--- config.mk ---
export PLATFORM = sky130hd
export DESIGN_NAME = hex_readback_scanner
export DESIGN_NICKNAME = d
export VERILOG_FILES = /design/src/rtl/hex_readback_scanner.sv
export SDC_FILE = /design/constraint.sdc
export NUM_CORES = 1
export LEC_CHECK = 0
export CAP_MARGIN = 20
export CORE_ASPECT_RATIO = 2
export CORE_MARGIN = 1
export CORE_UTILIZATION = 45
export DETAILED_ROUTE_END_ITERATION = 8
export GPL_TIMING_DRIVEN = 1
export PLACE_DENSITY = 0.82
export REMOVE_ABC_BUFFERS = 1
export SKIP_CTS_REPAIR_TIMING = 1
export SYNTH_ARGS = -nofsm -noshare
export SYNTH_HDL_FRONTEND = slang
export SYNTH_SLANG_ARGS = --single-unit
export TNS_END_PERCENT = 5
--- constraint.sdc ---
create_clock -name CLOCK_50 -period 2.6 [get_ports CLOCK_50]
set_clock_uncertainty 0.2 [all_clocks]
set_input_delay 0.52 -clock CLOCK_50 [delete_from_list [all_inputs] [get_ports CLOCK_50]]
set_output_delay 0.52 -clock CLOCK_50 [all_outputs]
set_load 0.01 [all_outputs]
--- src/rtl/hex_readback_scanner.sv ---
// ============================================================================
// Module   : hex_readback_scanner
// Brief    : Snapshots the six 7-segment display patterns on a KEY[1] press and
//            decodes each back to a hex digit with blank/illegal flags.
// Revision : 1.0 - initial release
// ============================================================================
`default_nettype none

module hex_readback_scanner #(
    parameter int NUM_DISP    = 6,
    parameter int SYNC_STAGES = 2
) (
    input  logic                  CLOCK_50,
    input  logic [3:0]            KEY,
    input  logic [9:0]            SW,
    input  logic [6:0]            HEX0,
    input  logic [6:0]            HEX1,
    input  logic [6:0]            HEX2,
    input  logic [6:0]            HEX3,
    input  logic [6:0]            HEX4,
    input  logic [6:0]            HEX5,
    output logic [4*NUM_DISP-1:0] Digits,
    output logic [NUM_DISP-1:0]   Valid,
    output logic [NUM_DISP-1:0]   Blank,
    output logic                  Busy,
    output logic                  Done,
    output logic [9:0]            LEDR
);

    localparam logic [1:0] c_ST_IDLE    = 2'd0;
    localparam logic [1:0] c_ST_CAPTURE = 2'd1;
    localparam logic [1:0] c_ST_SCAN    = 2'd2;
    localparam logic [1:0] c_ST_DONE    = 2'd3;

    localparam logic [2:0] c_LAST_IDX = 3'(NUM_DISP - 1);

    logic                   w_rst_n;
    logic [SYNC_STAGES-1:0] r_sync;
    logic                   w_sync;
    logic                   r_prev;
    logic                   r_req;

    logic [1:0]             r_state;
    logic [2:0]             r_idx;
    logic                   r_busy;
    logic                   r_done;
    logic [6:0]             r_snap  [NUM_DISP];
    logic [3:0]             r_digit [NUM_DISP];
    logic [NUM_DISP-1:0]    r_valid;
    logic [NUM_DISP-1:0]    r_blank;
    logic [5:0]             w_dec;

    logic [2:0]             w_sel;
    logic [3:0]             w_led_digit;
    logic                   w_led_valid;
    logic                   w_led_blank;
    logic                   w_unused;

    assign w_rst_n  = KEY[0];
    assign w_unused = &{1'b0, KEY[3:2], SW[6:0]};

    // Returns {valid, blank, digit} for an active-low g..a segment pattern.
    function automatic logic [5:0] decode_glyph(input logic [6:0] seg);
        logic [5:0] res;
        res = 6'b00_0000;
        case (seg)
            7'b1000000: res = 6'b10_0000;
            7'b1111001: res = 6'b10_0001;
            7'b0100100: res = 6'b10_0010;
            7'b0110000: res = 6'b10_0011;
            7'b0011001: res = 6'b10_0100;
            7'b0010010: res = 6'b10_0101;
            7'b0000010: res = 6'b10_0110;
            7'b1111000: res = 6'b10_0111;
            7'b0000000: res = 6'b10_1000;
            7'b0010000: res = 6'b10_1001;
            7'b0001000: res = 6'b10_1010;
            7'b0000011: res = 6'b10_1011;
            7'b1000110: res = 6'b10_1100;
            7'b0100001: res = 6'b10_1101;
            7'b0000110: res = 6'b10_1110;
            7'b0001110: res = 6'b10_1111;
            7'b1111111: res = 6'b01_0000;
            default:    res = 6'b00_0000;
        endcase
        return res;
    endfunction

    // Synchronizer flops reset to 1 so that a release of reset is not a press.
    generate
        if (SYNC_STAGES == 1) begin : g_sync_single
            always_ff @(posedge CLOCK_50 or negedge w_rst_n) begin
                if (!w_rst_n) r_sync <= '1;
                else          r_sync <= KEY[1];
            end
        end else begin : g_sync_chain
            always_ff @(posedge CLOCK_50 or negedge w_rst_n) begin
                if (!w_rst_n) r_sync <= '1;
                else          r_sync <= {r_sync[SYNC_STAGES-2:0], KEY[1]};
            end
        end
    endgenerate

    assign w_sync = r_sync[SYNC_STAGES-1];

    always_ff @(posedge CLOCK_50 or negedge w_rst_n) begin
        if (!w_rst_n) begin
            r_prev <= 1'b1;
            r_req  <= 1'b0;
        end else begin
            r_prev <= w_sync;
            r_req  <= r_prev & ~w_sync;
        end
    end

    assign w_dec = decode_glyph(r_snap[r_idx]);

    always_ff @(posedge CLOCK_50 or negedge w_rst_n) begin
        if (!w_rst_n) begin
            r_state <= c_ST_IDLE;
            r_idx   <= 3'd0;
            r_busy  <= 1'b0;
            r_done  <= 1'b0;
            r_valid <= '0;
            r_blank <= '0;
            for (int i = 0; i < NUM_DISP; i++) begin
                r_snap[i]  <= 7'd0;
                r_digit[i] <= 4'd0;
            end
        end else begin
            case (r_state)
                c_ST_IDLE: begin
                    r_done <= 1'b0;
                    if (r_req) begin
                        r_state <= c_ST_CAPTURE;
                        r_busy  <= 1'b1;
                    end
                end
                c_ST_CAPTURE: begin
                    r_snap[0] <= HEX0;
                    r_snap[1] <= HEX1;
                    r_snap[2] <= HEX2;
                    r_snap[3] <= HEX3;
                    r_snap[4] <= HEX4;
                    r_snap[5] <= HEX5;
                    r_valid   <= '0;
                    r_blank   <= '0;
                    r_idx     <= 3'd0;
                    r_state   <= c_ST_SCAN;
                end
                c_ST_SCAN: begin
                    r_digit[r_idx] <= w_dec[3:0];
                    r_blank[r_idx] <= w_dec[4];
                    r_valid[r_idx] <= w_dec[5];
                    if (r_idx == c_LAST_IDX) begin
                        r_state <= c_ST_DONE;
                        r_busy  <= 1'b0;
                        r_done  <= 1'b1;
                    end else begin
                        r_idx <= r_idx + 3'd1;
                    end
                end
                c_ST_DONE: begin
                    r_done  <= 1'b0;
                    r_idx   <= 3'd0;
                    r_state <= c_ST_IDLE;
                end
                default: begin
                    r_state <= c_ST_IDLE;
                    r_busy  <= 1'b0;
                    r_done  <= 1'b0;
                    r_idx   <= 3'd0;
                end
            endcase
        end
    end

    generate
        for (genvar gi = 0; gi < NUM_DISP; gi++) begin : g_pack
            assign Digits[4*gi +: 4] = r_digit[gi];
        end
    endgenerate

    assign Valid = r_valid;
    assign Blank = r_blank;
    assign Busy  = r_busy;
    assign Done  = r_done;

    // Indices past the last display read as zero on the LEDs.
    assign w_sel = SW[9:7];

    always_comb begin
        w_led_digit = 4'd0;
        w_led_valid = 1'b0;
        w_led_blank = 1'b0;
        if (w_sel <= c_LAST_IDX) begin
            w_led_digit = r_digit[w_sel];
            w_led_valid = r_valid[w_sel];
            w_led_blank = r_blank[w_sel];
        end
    end

    assign LEDR = {r_busy, w_sel, w_led_blank, w_led_valid, w_led_digit};

endmodule

`default_nettype wire

==> flow_summary.json <==
{
  "outcome": "complete, but fails checks",
  "violations": "hold timing, setup timing",
  "ios": 105,
  "viasPerCell": 5.39,
  "grt_pass1_vias": 3687,
  "critPathKind": "reg -> reg",
  "nFillCells": 754,
  "area_growth_pct": 37.6,
  "synthAdderAreaFrac_pct": 1.94,
  "synthMuxAreaShare_pct": 20.7,
  "synth-seq-cells": 89,
  "maxUsedRoutingLayer": "met4",
  "nets": 585,
  "grt.overflow.total": 0,
  "cts_root_buffer": "clkbuf_16",
  "cp.arrival_ns": 2.92,
  "wl_met1_um": 3790,
  "fin_ws_ns": -0.313,
  "dpl.hpwl_um": 8180,
  "wl_met2_um": 6370,
  "initial_utilization_pct": 46.3,
  "grt_antenna_before_repair": 0,
  "postSynthAreaPerCell_um2": 11.3,
  "cp-end-kind": "flop",
  "tightest_slew_ns": 0.603,
  "seq_area_frac_synth_pct": 49.3,
  "r2r-start": "r_idx[0]",
  "ff2ff_setup_slack_ns": -0.31,
  "diodes": 0,
  "synth_cell_types": 48,
  "dieHeight_um": 144,
  "synth_top_family_by_area": "multiplexers",
  "yosys.area.top_type": "dfrtp_1",
  "synth_compound_area_share_pct": 11.3,
  "routabilityCongestion": 0.849,
  "fmax_mhz": 343,
  "post-route-period-util_pct": 112,
  "synth_xor_area_share_pct": 0.387,
  "slew_viol_final": 0,
  "grt_use_total_pct": 21.7,
  "grt_max_degree": 46,
  "crit_fanout": 6,
  "irDropWorstVdd_uv": 740,
  "setup_viol": 36,
  "yosys.area.top_type_share_pct": 47.6,
  "wl_per_cell_um": 16.4,
  "synth-warning-count": 0,
  "cts_tree": "built",
  "wirelength_um": 10800,
  "std_cell_rows": 51,
  "required_ns": 2.61,
  "fin_setup_tns_ns": -8.64,
  "drive_gt1_share_pct": 29.5,
  "start_kind": "flop",
  "reg2reg_to": "Digits[6]",
  "ant_nets": 0,
  "drv_cap": 0,
  "synthSimpleGateAreaFrac_pct": 11.7,
  "p_leak_uw": 0.00265,
  "min_period_ns": 2.91,
  "syn_inst": 401,
  "port_buffers": 95,
  "drcViolationCount": 0,
  "relSlewSlack_pct": 59.8,
  "core-area_mm2": 0.00976,
  "drt_iter0_drc": 220,
  "wl_met3_um": 348,
  "insertion_delay_ns": 0.34,
  "r2r_cells": 10,
  "die_w_um": 72.9,
  "ys_top_cells_by_area": "dfrtp_1, mux2_2, mux2i_1",
  "grt_pass1_wl_um": 17300,
  "cts_sinks": 89,
  "hp-class": "in -> async",
  "h-tree-depth": 3,
  "post-place-ws_ns": -0.551,
  "p_per_area_mw_per_mm2": 1130,
  "clk_path_buf_depth": 2,
  "die-area_mm2": 0.0105,
  "cts_buffers": 9,
  "grt_setup_unrepaired": "true",
  "timing.hold.ws_ns": -0.0118,
  "hold_viol": 8,
  "vias": 3543,
  "synth_area_mm2": 0.00452,
  "path_clk_slew_ns": 0.06,
  "drt_pass1_iterations": 4
}
cell usage in the layout (no fill, tap or decap), types with 6 or more instances in the layout:
master	n
a21oi_1	11
clkbuf_16	9
clkdlybuf4s50_1	86
nand3_1	15
nor2_1	15
mux4_2	6
mux2i_1	20
o22ai_1	9
inv_1	8
o21ai_0	28
dfrtp_1	85
mux2_2	52
a211oi_1	7
nand2_1	34
buf_4	42
ha_1	6
critical path, stage by stage (launching register included):
cell and delay [ns]:
dfrtp_2 0.43, buf_4 0.13, mux2_2 0.34, a222oi_1 0.37, buf_4 0.20, and2b_2 0.25
nand3b_1 0.11, a21oi_2 0.09, nor4_4 0.40, buf_6 0.21, o21ai_2 0.05
how the worst max path moves through the flow:
stage | startpoint | to | slack (ns)
after floorplan | r_idx[0] | Digits[18] | -1.44
after global placement | SW[7] | LEDR[1] | -0.51
after detailed placement | SW[7] | LEDR[1] | -0.55
after CTS | SW[7] | LEDR[1] | -0.56
after global routing | r_idx[0] | Digits[10] | -0.41
final | r_idx[0] | Digits[6] | -0.31
stage by stage:
| step | cells | instance area [um2] | power [uW] | utilization (%) |
|---|---|---|---|---|
| final | 657 | 6220 | 7050 | 63.7 |
| after CTS | 654 | 6130 | 6900 | 62.8 |
| after floorplan | 367 | 4350 | 4190 | - |
| after global routing | 657 | 6220 | 7490 | 63.7 |
| after detailed placement | 639 | 5840 | 5600 | 59.8 |
| after global placement | 639 | 5840 | 5420 | 59.8 |
cell families after synthesis:
kind of cell	count (synthesis)
simple gates	100
flops	89
compound gates	81
mux	79
buf+inv	43
fa+ha+maj	7
xor+xnor	2
final cells by class:
type	count	area, um2	share of cell area [%]
flip-flops and latches	89	2230	35.9
multi-input cells	269	2140	34.3
repair buffers	143	1360	21.8
clock buffers	12	256	4.12
well taps	132	165	2.65
clock inverters	3	40.0	0.643
inverters	9	33.8	0.543
Yosys cell counts, drive strengths merged:
| master | n |
|---|---|
| a211oi | 8 |
| a21oi | 15 |
| a222oi | 2 |
| a22o | 1 |
| a22oi | 2 |
| a311oi | 1 |
| and2 | 2 |
| and2b | 1 |
| buf | 15 |
| clkbuf | 19 |
| dfrtp | 86 |
| dfstp | 3 |
| ha | 7 |
| inv | 9 |
| mux2 | 53 |
| mux2i | 20 |
| mux4 | 6 |
| nand2 | 34 |
| nand2b | 5 |
| nand3 | 15 |
| nand3b | 3 |
| nand4 | 1 |
| nand4b | 3 |
| nor2 | 16 |
| nor2b | 4 |
| nor3 | 5 |
| nor4 | 3 |
| nor4b | 1 |
| o2111ai | 1 |
| o21ai | 36 |
| o22ai | 11 |
| o31ai | 3 |
| o32a | 1 |
| or2 | 2 |
| or3 | 2 |
| or3b | 1 |
| or4 | 2 |
| xnor2 | 1 |
| xor2 | 1 |
sequential cells by signal (all words and copies together), names as in the netlist:
register and cells:
Busy 1, r_sync 2, Valid 6, r_prev 1
Done 1, r_snap 42, r_idx 3, r_state 2
Digits 24, Blank 6, r_req 1
per-layer routing:
metal  global-route usage [%]  up-vias
li1                         -     1679
met1                     22.5     1738
met2                     42.0      105
met3                     3.09       21
met4                     9.29        0
met5                        0        -
power breakdown:
| part | internal, uW | total, uW | leakage, uW | switching, uW |
|---|---|---|---|---|
| Clock | 788 | 1280 | 0.000148 | 490 |
| Sequential | 1870 | 2170 | 0.00112 | 303 |
| Combinational | 1840 | 3610 | 0.00138 | 1770 |
| Total | 4490 | 7050 | 0.00265 | 2560 |
Note: power is estimated with default switching activity, not from simulation.
